==> config.mk <==
export PLATFORM = sky130hd
export DESIGN_NAME = value_rank
export DESIGN_NICKNAME = d
export VERILOG_FILES = /design/src/rtl/value_rank.sv
export SDC_FILE = /design/constraint.sdc
export NUM_CORES = 1
export LEC_CHECK = 0
export CAP_MARGIN = 0
export CORE_MARGIN = 2
export CORE_UTILIZATION = 61
export CTS_BUF_LIST = sky130_fd_sc_hd__clkbuf_16
export CTS_CLUSTER_SIZE = 24
export DETAILED_ROUTE_END_ITERATION = 8
export DONT_BUFFER_PORTS = 1
export PLACE_DENSITY = 0.77
export RECOVER_POWER = 25
export REMOVE_ABC_BUFFERS = 1
export SLEW_MARGIN = 20
export SYNTH_ARGS = -nofsm -noshare
export SYNTH_HDL_FRONTEND = slang
export SYNTH_SLANG_ARGS = --single-unit
==> constraint.sdc <==
create_clock -name clk_in -period 3.92 [get_ports clk_in]
set_clock_uncertainty 0.2 [all_clocks]
set_input_delay 0.588 -clock clk_in [delete_from_list [all_inputs] [get_ports clk_in]]
set_output_delay 0.588 -clock clk_in [all_outputs]
set_load 0.02 [all_outputs]
==> src/rtl/value_rank.sv <==
// ============================================================================
// value_rank : serially loaded buffer that answers value -> rank queries by a
//              one-element-per-cycle scan (count strictly-less and equal).
// Revision   : 1.0
// ============================================================================
`default_nettype none

module value_rank #(
  parameter int MAX_NUM_SIZE = 32,
  parameter int NUM_OF_NUMS  = 4
) (
  input  logic                             clk_in,
  input  logic                             rst_in,
  input  logic                             clear_in,
  input  logic                             load_valid_in,
  input  logic [MAX_NUM_SIZE-1:0]          load_data_in,
  output logic                             load_ready_out,
  input  logic                             query_valid_in,
  input  logic [MAX_NUM_SIZE-1:0]          query_data_in,
  output logic                             query_ready_out,
  output logic [$clog2(NUM_OF_NUMS):0]     rank_out,
  output logic [$clog2(NUM_OF_NUMS):0]     equal_count_out,
  output logic                             found_out,
  output logic                             valid_out
);

  localparam int IW = $clog2(NUM_OF_NUMS);
  localparam int CW = IW + 1;
  localparam logic [IW-1:0] LAST_IDX = IW'(NUM_OF_NUMS - 1);

  typedef enum logic [1:0] {
    ST_LOAD  = 2'd0,
    ST_READY = 2'd1,
    ST_SCAN  = 2'd2,
    ST_DONE  = 2'd3
  } state_t;

  state_t                  state_q, state_d;
  logic [IW-1:0]           cnt_q, cnt_d;
  logic [IW-1:0]           idx_q, idx_d;
  logic [MAX_NUM_SIZE-1:0] query_q, query_d;
  logic [CW-1:0]           lt_q, lt_d;
  logic [CW-1:0]           eq_q, eq_d;
  logic [CW-1:0]           rank_q, rank_d;
  logic [CW-1:0]           eqc_q, eqc_d;
  logic                    found_q, found_d;
  logic                    valid_q, valid_d;
  logic                    mem_we;
  logic [MAX_NUM_SIZE-1:0] mem_q [NUM_OF_NUMS];

  logic                    w_lt_hit;
  logic                    w_eq_hit;
  logic [CW-1:0]           w_lt_sum;
  logic [CW-1:0]           w_eq_sum;

  assign w_lt_hit = (mem_q[idx_q] < query_q);
  assign w_eq_hit = (mem_q[idx_q] == query_q);
  // Counters are one bit wider than the index so a full count of N fits.
  assign w_lt_sum = lt_q + CW'(w_lt_hit);
  assign w_eq_sum = eq_q + CW'(w_eq_hit);

  assign load_ready_out  = (state_q == ST_LOAD);
  assign query_ready_out = (state_q == ST_READY);
  assign rank_out        = rank_q;
  assign equal_count_out = eqc_q;
  assign found_out       = found_q;
  assign valid_out       = valid_q;

  always_comb begin
    state_d = state_q;
    cnt_d   = cnt_q;
    idx_d   = idx_q;
    query_d = query_q;
    lt_d    = lt_q;
    eq_d    = eq_q;
    rank_d  = rank_q;
    eqc_d   = eqc_q;
    found_d = found_q;
    valid_d = 1'b0;
    mem_we  = 1'b0;
    if (clear_in) begin
      state_d = ST_LOAD;
      cnt_d   = '0;
      rank_d  = '0;
      eqc_d   = '0;
      found_d = 1'b0;
    end else begin
      case (state_q)
        ST_LOAD: begin
          if (load_valid_in) begin
            mem_we = 1'b1;
            if (cnt_q == LAST_IDX) begin
              cnt_d   = '0;
              state_d = ST_READY;
            end else begin
              cnt_d = cnt_q + 1'b1;
            end
          end
        end
        ST_READY: begin
          if (query_valid_in) begin
            query_d = query_data_in;
            lt_d    = '0;
            eq_d    = '0;
            idx_d   = '0;
            state_d = ST_SCAN;
          end
        end
        ST_SCAN: begin
          lt_d  = w_lt_sum;
          eq_d  = w_eq_sum;
          idx_d = idx_q + 1'b1;
          if (idx_q == LAST_IDX) begin
            rank_d  = w_lt_sum;
            eqc_d   = w_eq_sum;
            found_d = (w_eq_sum != '0);
            valid_d = 1'b1;
            state_d = ST_DONE;
          end
        end
        default: begin
          state_d = ST_READY;
        end
      endcase
    end
  end

  always_ff @(posedge clk_in) begin
    if (rst_in) begin
      state_q <= ST_LOAD;
      cnt_q   <= '0;
      idx_q   <= '0;
      query_q <= '0;
      lt_q    <= '0;
      eq_q    <= '0;
      rank_q  <= '0;
      eqc_q   <= '0;
      found_q <= 1'b0;
      valid_q <= 1'b0;
    end else begin
      state_q <= state_d;
      cnt_q   <= cnt_d;
      idx_q   <= idx_d;
      query_q <= query_d;
      lt_q    <= lt_d;
      eq_q    <= eq_d;
      rank_q  <= rank_d;
      eqc_q   <= eqc_d;
      found_q <= found_d;
      valid_q <= valid_d;
    end
  end

  // Buffer contents are don't-care after reset, so storage carries no reset.
  always_ff @(posedge clk_in) begin
    if (mem_we) begin
      mem_q[cnt_q] <= load_data_in;
    end
  end

endmodule

`default_nettype wire

==> results of run 1 <==
-- worst paths after layout --
kind / to / slack, ps / cells after the start
setup / recovery: lt_q[2] / 310 / 13
hold / removal: eq_q[0] / 30 / 1
setup reg to reg: lt_q[2] / 310 / 13
hold reg to reg: lt_q[0] / 250 / 2
-- routing by layer --
metal	share of wire [%]	GRT usage, %
met5	0	0
met4	0.99	8.57
met3	7.7	7.37
met2	50	38.4
met1	41	28.2
-- metrics by stage --
step,power [uW],setup TNS (ps),hold slack [ps]
6_report,3760,0,26.2
5_1_grt,3870,0,13.5
4_1_cts,3790,0,12.4
3_5_place_dp,2210,0,245
3_3_place_gp,2200,0,236
2_1_floorplan,2180,-1760,230
-- power by group through the flow --
stage / Clock (uW) / Sequential [uW] / Combinational, uW
after global routing: 1700 / 2090 / 89.0
after CTS: 1620 / 2090 / 80.0
after detailed placement: 0 / 2130 / 79.0
after floorplan: 0 / 2130 / 58.8
after global placement: 0 / 2130 / 76.3
final: 1600 / 2090 / 79.0
-- worst max-delay path, delay by kind of cell (launching register included) --
family          cells  cell delay (ps)
fa+ha+maj           3              720
simple gates        2              130
buf+inv             1              210
mux                 1              520
compound gates      6             1230
flops               1              470
-- state kept, by name, summed over array words and instances (netlist names), named ones only --
name / flops
mem_q: 128
query_q: 32
eq_q: 3
equal_count_out: 3
lt_q: 3
rank_out: 3
cnt_q: 2
idx_q: 2
state_q: 2
found_out: 1
valid_out: 1
-- synthesized netlist by cell type, types with 2 or more instances --
master	instances
a21oi_2	2
buf_6	3
or2_2	2
a211oi_1	5
and2_1	5
xnor2_1	2
dfxtp_1	54
nand2_1	93
nor3_1	2
inv_1	37
nand4_1	3
nand3_1	8
nand4b_1	3
buf_2	5
mux4_2	32
o21ai_0	5
a21oi_1	56
ha_1	45
nor2b_1	4
nor2_1	14
buf_1	3
edfxtp_1	128
clkbuf_1	7
buf_4	3
-- area by class of cell --
class	count	area share, %
timing repair buffer	9	1.26
clock buffer	18	5.39
sequential	182	59.0
clock inverter	14	1.26
inverter	37	1.66
multi-input combinational	299	28.9
tap	168	2.52
-- kinds of logic (layout without fill, tap and decap cells) --
family	after synthesis	after routing
AND/OR/NAND/NOR	143	143
buffers and inverters	59	78
flip-flops	182	182
adder cells (fa/ha/maj)	45	45
multiplexers	33	33
AO/OA/AOI/OAI	76	76
XOR/XNOR	2	2
==> flow_metrics.tcl, run 1 <==
set metrics [dict create \
    syn_area_um2 7600 \
    dp_cells 695 \
    cts.sinks 182 \
    die_height_um 116 \
    ys_warn_count 0 \
    async_reset_ff_share_pct 0 \
    dpl_cell_area_um2 7790 \
    hp-class "in -> reg" \
    powerDensity_nw_per_um2 451 \
    grt_usage_pct 23.0 \
    yosysSeqAreaShare_pct 64.8 \
    port_buffers 0 \
    internal_power_uw 3020 \
    finish.instance_area_um2 8350 \
    num-nets-final 660 \
    place_congestion 0.805 \
    end_kind "flip-flop" \
    synth_compound_area_share_pct 5.81 \
    wirelength_mm 14.3 \
    cpMaxStageDelayCell "mux4_2" \
    cap_violations 0 \
    relSlewSlack_pct 47.2 \
    required_ps 4040 \
    final.setup.worst_slack_ps 314 \
    wl_per_cell_um 19.6 \
    antenna_found_initial 0 \
    path_clk_slew_ps 70 \
    htreeDepth 4 \
    die_x_um 116 \
    worstPathMaxFanout 13 \
    grt_max_degree 42 \
    syn_area_per_cell_um2 14.1 \
    ctsRootBufferMaster "clkbuf_16" \
    hold_viol 0 \
    final_common_cell "edfxtp_1" \
    n_antenna_cell 0 \
    synthTopCellsByArea "edfxtp_1, dfxtp_1, mux4_2, ha_1, nand2_1" \
    worst_pin_slew_ps 793 \
    drive_gt1_share_pct 15.2 \
    fill_cells 820 \
    dpl.hpwl_mm 9.03 \
    status "completed" \
    pwr-share-clk_pct 42.5 \
    fin_cells 727 \
    max_freq_mhz 277 \
    core-area_um2 12100 \
    critPathMostFrequentCell "ha_1" \
    ys.flop_type "edfxtp_1" \
    grt_first_pass_wirelength_mm 22.3 \
    netlist_instances 540 \
    cts-resized-gates 0 \
    p_sw_share_pct 19.7 \
    synth_top_area_share_pct 50.6 \
    via_count 4180 \
    rsz0062_at_grt "no" \
    numCtsBuffers 17 \
    crit_path_max_incr_delay_ps 520 \
    postRouteAntennaNets 0 \
    synth_area_leader_cell "edfxtp_1" \
    regArea_um2 4930 \
    path_cells "buf_12, mux4_2, ha_1, a21oi_1, nor2_1, a211oi_1, o21ai_0, a2111oi_2, ha_1, ha_1, nor2b_1, o21ai_0, a21oi_1" \
    drt_iter0_drc 246 \
    cts_tree "yes" \
    synthSimpleGateAreaFrac_pct 8.66 \
    synthAdderAreaFrac_pct 7.41 \
    rows 40 \
    cp-start-kind "flip-flop" \
    power_switching_uw 743 \
    dpl_worst_slack_ps 310 \
    combinationalPowerShare_pct 2.1 \
    mostFrequentLayoutCells "edfxtp_1, nand2_1, a21oi_1" \
    ys_ff_latch 182 \
    yosys.area_share.xor_xnor_pct 0.231 \
    final-setup-viol-count 0 \
    power_leakage_uw 0.00268 \
    vdd_ir_drop_max_mv 0.381 \
    drt_pre_antenna_iters 5 \
    ys_types 43 \
    p_seq_share_pct 55.4 \
    cts_hold_buf 0 \
    period_needed_ps 3610 \
    synth_top_family_by_area "multiplexers" \
    fin_util_pct 69.2 \
    ios 79 \
    worstPathArrival_ps 3720 \
    vias_per_cell 5.75 \
    grt_overflow_total 0 \
    path_class "reg -> reg" \
    drv_slew 0 \
    synthMuxAreaShare_pct 9.62 \
    route.detailed.drc 0 \
    cts_max_path_buffers 2 \
    hold_path.startpoint "rst_in" \
    clk_latency_ps 430 \
    multi_input_area_um2 2410 \
    syn_to_final_growth_pct 9.88 \
    grt_pass1_vias 4322 \
    cts_post_setup_buffers_inserted 0 \
    initial_utilization_pct 63.0 \
    dieArea_um2 13400 \
    period_share_pct 92.0 \
    synth-edff-count 128 \
]
No activity file was read; power rests on OpenSTA's default activity.
==> run 2, diff against run 1 <==
CORE_MARGIN = 10   (was 2)
==> run 2 against run 1 <==
- power grew 0.97%
- highest routed layer unchanged
- core utilization shrank 0.39 points
- worst hold slack lost 9.6 ps
- sequential share of layout area grew 0.089 points
- sequential power is essentially flat
==> flow_metrics.tcl, run 2 (same netlist as run 1, synthesis figures left out) <==
set metrics [dict create \
    status "completed" \
    power_switching_uw 792 \
    largest_registers "mem_q x128, query_q x32" \
    worst_pin_slew_ps 731 \
    worstPathArrival_ps 3660 \
    cp-start-kind "flip-flop" \
    p_total_uw 3800 \
    hold_viol 0 \
    cts_post_setup_buffers_inserted 0 \
    final-setup-viol-count 0 \
    ff2ff_path_depth 13 \
    grt_overflow_total 0 \
    rsz0062_at_grt "no" \
    cap_violations 0 \
    numCtsBuffers 17 \
    die_x_um 132 \
    rows 40 \
    largest_reg_flops 128 \
    wl_met2_mm 7.33 \
    pwr-share-clk_pct 43.1 \
    hold_path_depth 1 \
    route.detailed.drc 0 \
    die_height_um 132 \
    vias_per_cell 5.79 \
    postRouteAntennaNets 0 \
    mostFrequentLayoutCells "edfxtp_1, nand2_1, a21oi_1" \
    fin_util_pct 68.8 \
    via_count 4208 \
    relSlewSlack_pct 51.2 \
    cts.sinks 182 \
    wl_met1_mm 6.06 \
    path_class "reg -> reg" \
    max_freq_mhz 281 \
    clk_latency_ps 430 \
    num-nets-final 660 \
    p_sw_share_pct 20.9 \
    vdd_ir_drop_max_mv 0.442 \
    drive_gt1_share_pct 15.4 \
    p_seq_share_pct 54.9 \
    dr_wl_met3_mm 1.22 \
    regMostFlops "mem_q" \
    end_kind "flip-flop" \
    cts_hold_buf 0 \
    period_share_pct 90.7 \
    combinationalPowerShare_pct 2.0 \
    wl_per_cell_um 20.3 \
    port_buffers 0 \
    grt_first_pass_wirelength_mm 23.7 \
    internal_power_uw 3010 \
    n_antenna_cell 0 \
    ctsRootBufferMaster "clkbuf_16" \
    initial_utilization_pct 62.7 \
    tns_ps 0 \
    antenna_found_initial 0 \
    cts-resized-gates 0 \
    place_congestion 0.760 \
    grt_max_degree 42 \
    powerDensity_nw_per_um2 456 \
    worstPathMaxFanout 9 \
    path_clk_slew_ps 70 \
    fin_cells 727 \
    drt_iter0_drc 371 \
    core-area_um2 12100 \
    wirelength_mm 14.7 \
    dpl.hpwl_mm 9.85 \
    ios 79 \
    power_leakage_uw 0.00268 \
    highest_layer "met4" \
    htreeDepth 4 \
    syn_to_final_growth_pct 9.72 \
    grt_usage_pct 17.5 \
    dp_cells 695 \
    cts_max_path_buffers 2 \
    final_common_cell "edfxtp_1" \
    dieArea_um2 17300 \
    cts_tree "yes" \
    grt_pass1_vias 4444 \
    required_ps 4030 \
    period_needed_ps 3560 \
    drt_pre_antenna_iters 7 \
    hp-class "in -> reg" \
    drv_slew 0 \
]
==> run 2: cell types whose count changed in the layout (fill, tap and decap cells not counted), moves of 2 or more <==
cell / delta
buf_4: +2
clkinv_2: -3
inv_6: +3
buf_12: -2
inv_4: -2
inv_8: +3
==> run 2: path summary, 6_finish.rpt <==
| kind | startpoint | to | slack (ps) |
|---|---|---|---|
| min reg2reg | query_q[13] | query_q[13] | 250 |
| min | rst_in | query_q[16] | 20 |
| max reg2reg | flip-flop | lt_q[2] | 360 |
| max | flip-flop | lt_q[2] | 360 |
==> run 2: critical path, cell delays in order (launching register included) <==
cell	delay, ps
dfxtp_2	360
buf_4	220
mux4_2	520
ha_1	320
a21oi_2	140
o21ai_1	110
a221oi_2	340
nor2_1	100
a2111oi_2	410
ha_1	230
ha_1	200
nor2b_1	60
o21ai_0	140
a21oi_1	90
==> run 2: power by group through the flow <==
stage / Clock (uW) / Combinational, uW / Sequential [uW]
after floorplan: 0 / 58.8 / 2130
after global placement: 0 / 75.9 / 2130
after detailed placement: 0 / 78.4 / 2130
after CTS: 1660 / 79.2 / 2090
after global routing: 1740 / 88.2 / 2090
final: 1640 / 77.9 / 2090
==> run 2: area by class of cell <==
type / instances / area (um2)
Timing Repair Buffer: 9 / 80.1
Fill cell: 821 / 3770
Sequential cell: 182 / 4930
Tap cell: 168 / 210
Clock buffer: 17 / 425
Multi-Input combinational cell: 299 / 2410
Inverter: 37 / 139
Clock inverter: 15 / 143
==> run 2: per-layer routing <==
layer,global-route usage (%),vias to the layer above
met5,0,-
met4,4.64,0
met3,6.82,12
met2,28.7,129
met1,21.3,2070
li1,-,1997
==> run 2: metrics by stage <==
stage	area [um2]	worst slack [ps]	hold WS (ps)
floorplan	7470	-300	230
global placement	7770	432	236
detailed placement	7770	344	244
CTS	8340	325	11.6
global route	8340	168	0.541
finish	8340	363	16.5
==> run 3, diff against run 2 <==
CORE_UTILIZATION = 45   (was 61)
PLACE_DENSITY = not set   (was 0.77)
SLEW_MARGIN = 10   (was 20)
==> run 3 against run 2 <==
- worst hold slack gained 16 ps
- critical endpoint unchanged
- sequential cell count unchanged
- combinational power is essentially flat
- critical path type unchanged
==> flow_metrics.tcl, run 3 (same netlist as run 1, synthesis figures left out) <==
set metrics [dict create \
    status "completed" \
    grt_pass1_vias 4333 \
    required_ps 4030 \
    port_buffers 0 \
    wl_met1_mm 6.69 \
    max_freq_mhz 278 \
    grt_overflow_total 0 \
    finish.instance_area_um2 8420 \
    ctsRootBufferMaster "clkbuf_16" \
    die_height_um 150 \
    worst_pin_slew_ps 806 \
    final-setup-viol-count 0 \
    drive_gt1_share_pct 15.1 \
    cts_max_path_buffers 2 \
    largest_registers "mem_q x128, query_q x32" \
    core-area_um2 16600 \
    route.detailed.drc 0 \
    path_class "reg -> reg" \
    dieArea_um2 22500 \
    die_x_um 150 \
    drt_iter0_drc 258 \
    grt_usage_pct 14.2 \
    rows 47 \
    clk_latency_ps 430 \
    hold_viol 0 \
    power_leakage_uw 0.00267 \
    vdd_ir_drop_max_mv 0.307 \
    syn_to_final_growth_pct 10.8 \
    mostFrequentLayoutCells "edfxtp_1, nand2_1, a21oi_1" \
    grt_max_degree 42 \
    hp-class "in -> reg" \
    cts_hold_buf 0 \
    htreeDepth 4 \
    tns_ps 0 \
    ios 79 \
    cts_post_setup_buffers_inserted 0 \
    dp_cells 746 \
    fin_util_pct 50.8 \
    place_congestion 0.766 \
    vias_per_cell 5.30 \
    n_antenna_cell 0 \
    worstPathMaxFanout 15 \
    regMostFlops "mem_q" \
    cts.sinks 182 \
    drt_pre_antenna_iters 4 \
    rsz0062_at_grt "no" \
    worstPathArrival_ps 3700 \
    initial_utilization_pct 45.8 \
    largest_reg_flops 128 \
    via_count 4126 \
    highest_layer "met4" \
    grt_first_pass_wirelength_mm 24.2 \
    period_share_pct 91.6 \
    relSlewSlack_pct 46.2 \
    fin_cells 778 \
    dpl_cell_area_um2 7840 \
    wl_met2_mm 7.34 \
    numCtsBuffers 17 \
    period_needed_ps 3590 \
    cts_tree "yes" \
    end_kind "flip-flop" \
    dr_wl_met3_mm 1.14 \
    cap_violations 0 \
    num-nets-final 659 \
    cp-start-kind "flip-flop" \
    wirelength_mm 15.3 \
    path_clk_slew_ps 70 \
    powerDensity_nw_per_um2 454 \
    postRouteAntennaNets 0 \
    cts-resized-gates 0 \
    dpl.hpwl_mm 10.1 \
    antenna_found_initial 0 \
    wl_per_cell_um 19.7 \
    drv_slew 0 \
    final_common_cell "edfxtp_1" \
]
run 3: cell count changes in the layout (fill, tap and decap cells not counted), moves of 2 or more:
cell        before  now
inv_8            3    0
inv_6            5    3
buf_4            8    6
clkinvlp_4       0    2
clkinv_4         2    4
run 3: power breakdown:
group | leakage (uW) | total (uW) | internal (uW) | switching (uW)
combinational | 0.000791 | 77.8 | 35.1 | 42.7
sequential | 0.00160 | 2080 | 2080 | 5.11
clock | 0.000277 | 1660 | 940 | 722
total | 0.00267 | 3820 | 3060 | 770
run 3: worst max-delay path, stage by stage, from the launching register on:
cell and delay (ps):
dfxtp_2 350, buf_4 310, mux4_2 550, ha_1 320
nand4_1 140, nor4_2 80, a21bo_2 200, nand4b_1 120
a2111oi_2 430, ha_1 220, ha_1 190, nor2b_1 60
o21ai_0 180, a21oi_1 100
run 3: final timing paths:
path,cells past startpoint,to,slack (ps),startpoint
worst max-delay path,13,lt_q[2],330,flip-flop
worst min-delay path,1,query_q[7],30,rst_in
worst max register to register,13,lt_q[2],330,flip-flop
worst min register to register,2,query_q[25],250,query_q[25]
run 3: through the flow:
| step | total power (uW) | worst slack [ps] | hold WS [ps] |
|---|---|---|---|
| after floorplan | 2180 | -300 | 230 |
| after global routing | 3960 | 35.2 | 4.16 |
| final | 3820 | 328 | 32.6 |
| after CTS | 3870 | 271 | 9.51 |
| after detailed placement | 2210 | 275 | 240 |
| after global placement | 2200 | 454 | 236 |
run 3: per-layer routing:
metal,track usage [%],up-vias
li1,-,1981
met2,22.7,96
met4,4.23,0
met1,17.6,2040
met3,5.37,9
met5,0,-
run 3: cell type report:
class                      instances  area (um2)
clock buffer                      17         425
clock inverter                    15         153
fill                            1440        8170
inverter                          37         139
multi-input combinational        299        2410
sequential                       182        4930
tap                              220         275
timing repair buffer               8        85.1
